### config.mk
export PLATFORM = sky130hd
export DESIGN_NAME = imem_arbiter_flat
export DESIGN_NICKNAME = d
export VERILOG_FILES = /design/src/rtl/imem_arbiter_if.sv /design/src/rtl/imem_arbiter.sv /design/src/flat_wrapper.sv
export SDC_FILE = /design/constraint.sdc
export NUM_CORES = 1
export LEC_CHECK = 0
export BUFFER_PORTS_ARGS = -buffer_cell sky130_fd_sc_hd__buf_2
export CAP_MARGIN = 20
export CORE_MARGIN = 4
export CORE_UTILIZATION = 41
export DETAILED_ROUTE_END_ITERATION = 16
export PLACE_DENSITY_LB_ADDON = 0.2
export SLEW_MARGIN = 0
export SYNTH_ARGS = -nofsm -noshare
export SYNTH_HDL_FRONTEND = slang
export SYNTH_SLANG_ARGS = --single-unit
### constraint.sdc
create_clock -name clk -period 4.8 [get_ports clk]
set_clock_uncertainty 0.1 [all_clocks]
set_input_delay 0.48 -clock clk [delete_from_list [all_inputs] [get_ports clk]]
set_output_delay 0.48 -clock clk [all_outputs]
set_load 0.03 [all_outputs]
### src/rtl/imem_arbiter_if.sv
// Bundle of fetch, loader and memory-side signals around the instruction memory arbiter.
// The arbiter uses the slave view; requesters and the memory array use the master view.
interface imem_arbiter_if #(
  parameter int ADDR_W = 10
);
  logic              fetch_req;
  logic [31:0]       fetch_addr;
  logic              fetch_gnt;
  logic              fetch_rvalid;
  logic [31:0]       fetch_rdata;
  logic              fetch_err;

  logic              ld_valid;
  logic [31:0]       ld_addr;
  logic [31:0]       ld_wdata;
  logic              ld_ready;
  logic              ld_err;
  logic              ld_done;
  logic              boot_busy;

  logic              mem_en;
  logic              mem_we;
  logic [ADDR_W-1:0] mem_addr;
  logic [31:0]       mem_wdata;
  logic [31:0]       mem_rdata;

  modport slave (
    input  fetch_req, fetch_addr, ld_valid, ld_addr, ld_wdata, ld_done, mem_rdata,
    output fetch_gnt, fetch_rvalid, fetch_rdata, fetch_err,
           ld_ready, ld_err, boot_busy,
           mem_en, mem_we, mem_addr, mem_wdata
  );

  modport master (
    output fetch_req, fetch_addr, ld_valid, ld_addr, ld_wdata, ld_done, mem_rdata,
    input  fetch_gnt, fetch_rvalid, fetch_rdata, fetch_err,
           ld_ready, ld_err, boot_busy,
           mem_en, mem_we, mem_addr, mem_wdata
  );
endinterface

### src/rtl/imem_arbiter.sv
// Shares the single instruction-memory port between the IF fetch port and the program loader.
// A boot phase serves only the loader; in run mode fetch has priority, bounded by a streak counter.
module imem_arbiter #(
  parameter int ADDR_W     = 10,
  parameter int MAX_STREAK = 8,
  parameter bit BOOT_EN    = 1'b1
) (
  input  logic               clk,
  input  logic               rst,
  imem_arbiter_if.slave      bus
);

  localparam int SW = $clog2(MAX_STREAK + 1);
  localparam logic [SW-1:0] STREAK_MAX = SW'(MAX_STREAK);

  typedef enum logic {
    BOOT,
    RUN
  } state_t;

  localparam state_t RESET_STATE = BOOT_EN ? BOOT : RUN;

  state_t        state_q, state_d;
  logic [SW-1:0] streak_q, streak_d;
  logic          rvalid_q;
  logic          rerr_q;
  logic [31:0]   rdataHold_q;

  logic              fetchWin, ldWin;
  logic              fetchInRange, ldInRange;
  logic [ADDR_W-1:0] fetchIdx, ldIdx;
  logic              unusedAddrBits;

  assign fetchIdx       = bus.fetch_addr[ADDR_W+1:2];
  assign ldIdx          = bus.ld_addr[ADDR_W+1:2];
  assign fetchInRange   = (bus.fetch_addr[31:ADDR_W+2] == '0);
  assign ldInRange      = (bus.ld_addr[31:ADDR_W+2] == '0);
  assign unusedAddrBits = ^{bus.fetch_addr[1:0], bus.ld_addr[1:0]};

  always_ff @(posedge clk or posedge rst) begin
    if (rst) begin
      state_q     <= RESET_STATE;
      streak_q    <= '0;
      rvalid_q    <= 1'b0;
      rerr_q      <= 1'b0;
      rdataHold_q <= '0;
    end else begin
      state_q  <= state_d;
      streak_q <= streak_d;
      rvalid_q <= fetchWin;
      rerr_q   <= fetchWin && !fetchInRange;
      if (rvalid_q) begin
        rdataHold_q <= rerr_q ? 32'h0 : bus.mem_rdata;
      end
    end
  end

  always_comb begin
    state_d  = state_q;
    fetchWin = 1'b0;
    ldWin    = 1'b0;
    case (state_q)
      BOOT: begin
        ldWin = bus.ld_valid;
        if (bus.ld_done) begin
          state_d = RUN;
        end
      end
      RUN: begin
        ldWin    = bus.ld_valid && (!bus.fetch_req || streak_q == STREAK_MAX);
        fetchWin = bus.fetch_req && !ldWin;
      end
      default: state_d = RESET_STATE;
    endcase

    streak_d = streak_q;
    if (!bus.ld_valid || ldWin) begin
      streak_d = '0;
    end else if (fetchWin && streak_q != STREAK_MAX) begin
      streak_d = streak_q + SW'(1);
    end
  end

  // Memory port steering; out-of-range accesses are acknowledged but never reach the array.
  always_comb begin
    bus.fetch_gnt = fetchWin;
    bus.ld_ready  = ldWin;
    bus.ld_err    = ldWin && !ldInRange;
    bus.boot_busy = (state_q == BOOT);
    bus.mem_en    = 1'b0;
    bus.mem_we    = 1'b0;
    bus.mem_addr  = '0;
    bus.mem_wdata = '0;
    if (ldWin && ldInRange) begin
      bus.mem_en    = 1'b1;
      bus.mem_we    = 1'b1;
      bus.mem_addr  = ldIdx;
      bus.mem_wdata = bus.ld_wdata;
    end else if (fetchWin && fetchInRange) begin
      bus.mem_en   = 1'b1;
      bus.mem_addr = fetchIdx;
    end
  end

  assign bus.fetch_rvalid = rvalid_q;
  assign bus.fetch_err    = rvalid_q && rerr_q;
  assign bus.fetch_rdata  = rvalid_q ? (rerr_q ? 32'h0 : bus.mem_rdata) : rdataHold_q;

endmodule

### src/flat_wrapper.sv
// flat-port wrapper written by rule: the top's interface ports become plain ports
module imem_arbiter_flat 
#(
  parameter int ADDR_W     = 10,
  parameter int MAX_STREAK = 8,
  parameter bit BOOT_EN    = 1'b1
)
  (clk, rst, bus_fetch_req, bus_fetch_addr, bus_ld_valid, bus_ld_addr, bus_ld_wdata, bus_ld_done, bus_mem_rdata, bus_fetch_gnt, bus_fetch_rvalid, bus_fetch_rdata, bus_fetch_err, bus_ld_ready, bus_ld_err, bus_boot_busy, bus_mem_en, bus_mem_we, bus_mem_addr, bus_mem_wdata);
  imem_arbiter_if #(.ADDR_W(ADDR_W)) bus_i ();
  input  logic clk;
  input  logic rst;
  input wire logic [$bits(bus_i.fetch_req)-1:0] bus_fetch_req;
  input wire logic [$bits(bus_i.fetch_addr)-1:0] bus_fetch_addr;
  input wire logic [$bits(bus_i.ld_valid)-1:0] bus_ld_valid;
  input wire logic [$bits(bus_i.ld_addr)-1:0] bus_ld_addr;
  input wire logic [$bits(bus_i.ld_wdata)-1:0] bus_ld_wdata;
  input wire logic [$bits(bus_i.ld_done)-1:0] bus_ld_done;
  input wire logic [$bits(bus_i.mem_rdata)-1:0] bus_mem_rdata;
  output wire logic [$bits(bus_i.fetch_gnt)-1:0] bus_fetch_gnt;
  output wire logic [$bits(bus_i.fetch_rvalid)-1:0] bus_fetch_rvalid;
  output wire logic [$bits(bus_i.fetch_rdata)-1:0] bus_fetch_rdata;
  output wire logic [$bits(bus_i.fetch_err)-1:0] bus_fetch_err;
  output wire logic [$bits(bus_i.ld_ready)-1:0] bus_ld_ready;
  output wire logic [$bits(bus_i.ld_err)-1:0] bus_ld_err;
  output wire logic [$bits(bus_i.boot_busy)-1:0] bus_boot_busy;
  output wire logic [$bits(bus_i.mem_en)-1:0] bus_mem_en;
  output wire logic [$bits(bus_i.mem_we)-1:0] bus_mem_we;
  output wire logic [$bits(bus_i.mem_addr)-1:0] bus_mem_addr;
  output wire logic [$bits(bus_i.mem_wdata)-1:0] bus_mem_wdata;
  assign bus_i.fetch_req = bus_fetch_req;
  assign bus_i.fetch_addr = bus_fetch_addr;
  assign bus_i.ld_valid = bus_ld_valid;
  assign bus_i.ld_addr = bus_ld_addr;
  assign bus_i.ld_wdata = bus_ld_wdata;
  assign bus_i.ld_done = bus_ld_done;
  assign bus_i.mem_rdata = bus_mem_rdata;
  assign bus_fetch_gnt = bus_i.fetch_gnt;
  assign bus_fetch_rvalid = bus_i.fetch_rvalid;
  assign bus_fetch_rdata = bus_i.fetch_rdata;
  assign bus_fetch_err = bus_i.fetch_err;
  assign bus_ld_ready = bus_i.ld_ready;
  assign bus_ld_err = bus_i.ld_err;
  assign bus_boot_busy = bus_i.boot_busy;
  assign bus_mem_en = bus_i.mem_en;
  assign bus_mem_we = bus_i.mem_we;
  assign bus_mem_addr = bus_i.mem_addr;
  assign bus_mem_wdata = bus_i.mem_wdata;
  imem_arbiter #(.ADDR_W(ADDR_W), .MAX_STREAK(MAX_STREAK), .BOOT_EN(BOOT_EN)) u_core (.clk(clk), .rst(rst), .bus(bus_i));
endmodule
### Word-level counts from Yosys, hierarchy flattened

Cells that the tools add are included.

| cells by class | value |
|---|---|
| add/subtract/negate cells | 1 |
| equal/unequal tests | 2 |
| multiplexer cells | 14 |
| bitwise gates (word level) | 1 |
| reduce and logical (&&, ||, !) cells | 18 |

Operators by type and width:

| operator | number |
|---|---|
| two-way mux 32 bit | 3 |
| logical NOT 20 bit | 2 |
| two-way mux 10 bit | 2 |
| logical AND 1 bit | 8 |
| two-way mux 4 bit | 2 |
| two-way mux 1 bit | 6 |
| logical NOT 1 bit | 5 |
| adder 4 x 1 -> 4 bit (second input constant) | 1 |
| == test 4 bit (second input constant) | 1 |
| != test 4 bit (second input constant) | 1 |
| logical OR 1 bit | 2 |
| one-hot mux 1 bit (2 select lines) | 1 |
| nonzero test 2 bit | 1 |
| NOT 1 bit | 1 |

| storage, ports and cells | value |
|---|---|
| register bits after elaboration | 39 |
| input bits | 133 |
| output and inout bits | 82 |
| logic and storage cells | 41 |

### Logic depth before layout (Yosys ltp)

| depth | value |
|---|---|
| depth in word-level cells | 9 |
| mapped depth | 7 |
| depth with buffers taken out | 5 |

### Worst setup path after synthesis

OpenSTA, ideal clock, no wires.

| path | value |
|---|---|
| kind | reg-to-output |
| from | reg u_core.streak_q[0] |
| to | out bus_mem_addr[1] |
| arrival | 2.039 ns |
| required time | 4.220 ns |
| slack | 2.181 ns |
| stages on the path, launching flop included | 8 |
| buffers on the path | 2 |
| cells stage by stage | dfrtp_1 > inv_1 > ha_1 > and3b_1 > buf_6 > a21o_1 > buf_6 > o32ai_1 |

| between the ends | value |
|---|---|
| word-level cells in the longest chain between the ends | 9 |
| elaborated cells on any way between the ends | 11 |
| those cells by class | 1 x eq/ne; 4 x mux; 6 x reduce/logical |

RTL lines:

| item | RTL line | RTL |
|---|---|---|
| start, declared | imem_arbiter.sv:24 | `logic [SW-1:0] streak_q, streak_d;` |
| start signal, assigned | imem_arbiter.sv:49 | `streak_q <= streak_d;` |
| == test 4 bit * | imem_arbiter.sv:70 | `ldWin = bus.ld_valid && (!bus.fetch_req \|\| streak_q == STREAK_MAX);` |
| logical OR 1 bit * | imem_arbiter.sv:70 |  |
| logical AND 1 bit * | imem_arbiter.sv:70 |  |
| logical NOT 1 bit | imem_arbiter.sv:71 | `fetchWin = bus.fetch_req && !ldWin;` |
| logical AND 1 bit | imem_arbiter.sv:71 |  |
| two-way mux 1 bit | imem_arbiter.sv:62 | `case (state_q)` |
| logical AND 1 bit | imem_arbiter.sv:99 | `end else if (fetchWin && fetchInRange) begin` |
| two-way mux 10 bit | imem_arbiter.sv:99 |  |
| two-way mux 10 bit * | imem_arbiter.sv:94 | `if (ldWin && ldInRange) begin` |
| end, declared | flat_wrapper.sv:28 | `output wire logic [$bits(bus_i.mem_addr)-1:0] bus_mem_addr;` |

Mark *: on every way between the ends. The rest lies on a longest branch, timed or not.

### Final worst setup path

| path | value |
|---|---|
| from | in bus_ld_addr[29] |
| to | out bus_mem_wdata[19] |

| between the ends | value |
|---|---|
| word-level cells in the longest chain between the ends | 3 |

RTL lines:

| item | RTL line | RTL |
|---|---|---|
| start, declared | flat_wrapper.sv:15 | `input wire logic [$bits(bus_i.ld_addr)-1:0] bus_ld_addr;` |
| logical NOT 20 bit | imem_arbiter.sv:37 | `assign ldInRange = (bus.ld_addr[31:ADDR_W+2] == '0);` |
| logical AND 1 bit | imem_arbiter.sv:94 |  |
| two-way mux 32 bit | imem_arbiter.sv:94 |  |
| end, declared | flat_wrapper.sv:29 | `output wire logic [$bits(bus_i.mem_wdata)-1:0] bus_mem_wdata;` |

No other way between the ends.

==> flow_metrics.tcl <==
set metrics [dict create \
    critPathCaptureType "output pin" \
    fin_tns_setup_ns 0 \
    endpoint "bus_mem_wdata[19]" \
    synth.area.top_cells "dfrtp_1 (41%), nor3_2 (12%), inv_1 (11%), o21ai_0 (6.7%), nand2_1 (6.6%)" \
    path_delay_family "simple AND/OR/NAND/NOR gates" \
    antenna_cells 0 \
    wl_met2_um 3894 \
    crit_chain "buf_2 > nor4_1 > nand4_1 > buf_4 > nor3_2 > buf_2" \
    coreArea_um2 5608 \
    synth.avg_cell_area_um2 8.223 \
    rows 27 \
    antenna_found_initial 0 \
    reg2reg_to "u_core.rdataHold_q[17]" \
    yosys_warnings 0 \
    crit_start "bus_ld_addr[29]" \
    die_width_um 84.53 \
    worstPathRequired_ns 4.22 \
    critPathKind "primary input to output pin" \
    syn_inst 292 \
    finalNonFillerCells 565 \
    yosys.area.top_type_share_pct 40.65 \
    cp.arrival_ns 2.64 \
    fin_nets 627 \
    grt_overflow_total 0 \
    synth_area_um2 2401 \
    rr_startpoint "u_core.bus.fetch_rvalid" \
    stdcell_area_um2 3605 \
    cts_root_buffer "clkbuf_8" \
    status "complete, no violations" \
    yosys.cell_types.count 30 \
    crit_cells 6 \
    final_max_slew_viol_count 0 \
    wire_per_inst_um 13.18 \
    syn_to_final_growth_pct 50.13 \
    fin_crit_sh_pct 67.12 \
    gp_congestion 0.8553 \
    hpwl_um 6075 \
    crit_top_cell "buf_2" \
    drt_first_pass_iters 4 \
    dieArea_um2 7144 \
    drc 0 \
    critPathMaxFanout 27 \
    p_per_area_nw_per_um2 226.2 \
    vias_per_cell 4.688 \
    cts_resized 0 \
    grt_pass1_wl_um 11790 \
    start_util_pct 42.82 \
    post_dp_cell_area_um2 3477 \
    power.total_w 0.0008153 \
    clkTransAtPathRegs_ns 0.08 \
    critPathSlowestCell "nand4_1" \
    synth_top_area_cell "dfrtp_1" \
    hold_viol_final 0 \
    ir_worst_vdd_mv 0.1752 \
    crit_buf_inv 3 \
    dieHeight_um 84.53 \
    drt_wl_total_um 7446 \
    seq_area_frac_synth_pct 40.65 \
    drtAntennaViolNets 0 \
    portBuffers 210 \
    hold_class "primary input to asynchronous set/reset pin" \
    gr-usage-all-layers_pct 20.23 \
    crit_path_start_kind "primary input" \
    holdWs_ns 0.1885 \
    slew_headroom_pct 30.26 \
    tightest_slew_ns 1.037 \
    r2r_setup_slack_ns 2.77 \
    drtIter0Drc 45 \
    critPathMaxStageDelay_ns 0.77 \
    dp_cells 556 \
    vias 2649 \
    routed-wl-met3_um 629 \
    cts_tree "yes" \
    cts_num_sinks 39 \
    top_layer "met4" \
    grt_pass1_vias 2528 \
    wl_met1_um 2759 \
    ys_seq_elements 39 \
    r2r_cells 4 \
    ioPinCount 215 \
    cts_buffers 5 \
    htreeDepth 2 \
    fillers 503 \
    cts_buffer_depth 2 \
    syn-num-nets 427 \
    cellLeakagePower_nw 1.994 \
    drv_cap 0 \
    hold_buffers 0 \
    grt_max_degree 40 \
    setup_viol 0 \
    rsz0062_at_grt "false" \
    clk_latency_ns 0.28 \
    fmax_ghz 0.3104 \
    min_period_ns 3.222 \
    drive_gt1_share_pct 52.33 \
    cts_setup_buffers 0 \
]
[synthesized netlist by cell type]
cell type	n
a21o_1	1
and2_1	1
and3_1	4
and3b_1	1
buf_2	3
buf_4	3
buf_6	2
clkbuf_1	14
dfrtp_1	39
ha_1	2
inv_1	71
nand2_1	42
nand3_1	1
nand3b_1	1
nand4_1	2
nor2_1	2
nor2b_1	2
nor3_1	4
nor3_2	28
nor4_1	9
nor4_2	1
o2111ai_1	10
o211ai_2	1
o21ai_0	32
o21ba_2	1
o221a_2	1
o32ai_1	11
or2_2	1
xnor2_1	1
xor2_1	1
[where the power goes]
part / internal [W] / switching (W) / leakage, nW
logic: 0.0000708 / 0.000116 / 1.43
clock network: 0.000155 / 0.000113 / 0.0581
registers: 0.000351 / 0.00000952 / 0.503
total: 0.000577 / 0.000239 / 1.99
[per-stage QoR]
| step | setup WS, ns | utilization (%) |
|---|---|---|
| 6_report | 1.578 | 64.28 |
| 5_1_grt | 1.313 | 64.28 |
| 4_1_cts | 1.321 | 64.01 |
| 3_5_place_dp | 1.576 | 62.00 |
| 3_3_place_gp | 1.573 | 62.00 |
| 2_1_floorplan | 2.181 | - |
[how the worst min path moves through the flow]
stage                    from                endpoint  slack [ns]  cells past startpoint
4_1_cts                   rst          u_core.state_q        0.20                      3
3_5_place_dp   u_core.state_q          u_core.state_q        0.38                      1
2_1_floorplan  u_core.state_q          u_core.state_q        0.36                      1
3_3_place_gp   u_core.state_q          u_core.state_q        0.38                      1
6_report                  rst          u_core.state_q        0.19                      3
5_1_grt                   rst  u_core.rdataHold_q[30]        0.24                      3
[final cells by class]
class / instances / area (um2) / share of cell area, %
Tap cell: 72 / 90.09 / 2.499
Sequential cell: 39 / 975.9 / 27.07
Clock buffer: 5 / 68.82 / 1.909
Multi-Input combinational cell: 160 / 1064 / 29.50
Timing Repair Buffer: 215 / 1096 / 30.41
Clock inverter: 3 / 43.79 / 1.215
Inverter: 71 / 266.5 / 7.393
[routing by layer]
metal	track usage, %	vias up
met1	22.79	1163
met3	3.729	11
li1	-	1357
met5	0	-
met4	6.763	0
met2	37.94	118
[cells in the final DEF (no fill, tap or decap), types with 2 or more instances in the layout]
cell type	Yosys	layout
nor2_1	2	2
ha_1	2	2
nor3_2	28	28
clkbuf_8	0	5
nand4_1	2	2
nor3_1	4	4
buf_2	3	210
nor4_1	9	8
inv_1	71	71
buf_4	3	4
nand2_1	42	42
and3_1	4	4
o32ai_1	11	11
o21ai_0	32	32
o2111ai_1	10	10
nor4_2	1	2
dfrtp_1	39	39
[worst register-to-register path: stages, from the launching register on]
cell	delay (ns)
dfrtp_1	0.90
nor2b_2	0.49
buf_8	0.23
nand2_1	0.08
o21ai_0	0.12
[cell families (layout without fill, tap and decap cells)]
| kind of cell | Yosys count | after routing | synth area share [%] |
|---|---|---|---|
| AOI/OAI and AO/OA | 57 | 57 | 16.05 |
| adders and majority gates | 2 | 2 | 1.042 |
| xor gates and xnor gates | 2 | 2 | 0.7297 |
| and+or+nand+nor | 99 | 99 | 25.74 |
| DFF | 39 | 39 | 40.65 |
| buffers and inverters | 93 | 294 | 15.79 |
[state kept, by name, indices dropped and copies added (netlist names)]
register                 count
u_core.bus.fetch_rvalid      1
u_core.state_q               1
u_core.rdataHold_q          32
u_core.rerr_q                1
u_core.streak_q              4
Note: power is estimated with default switching activity, not from simulation.
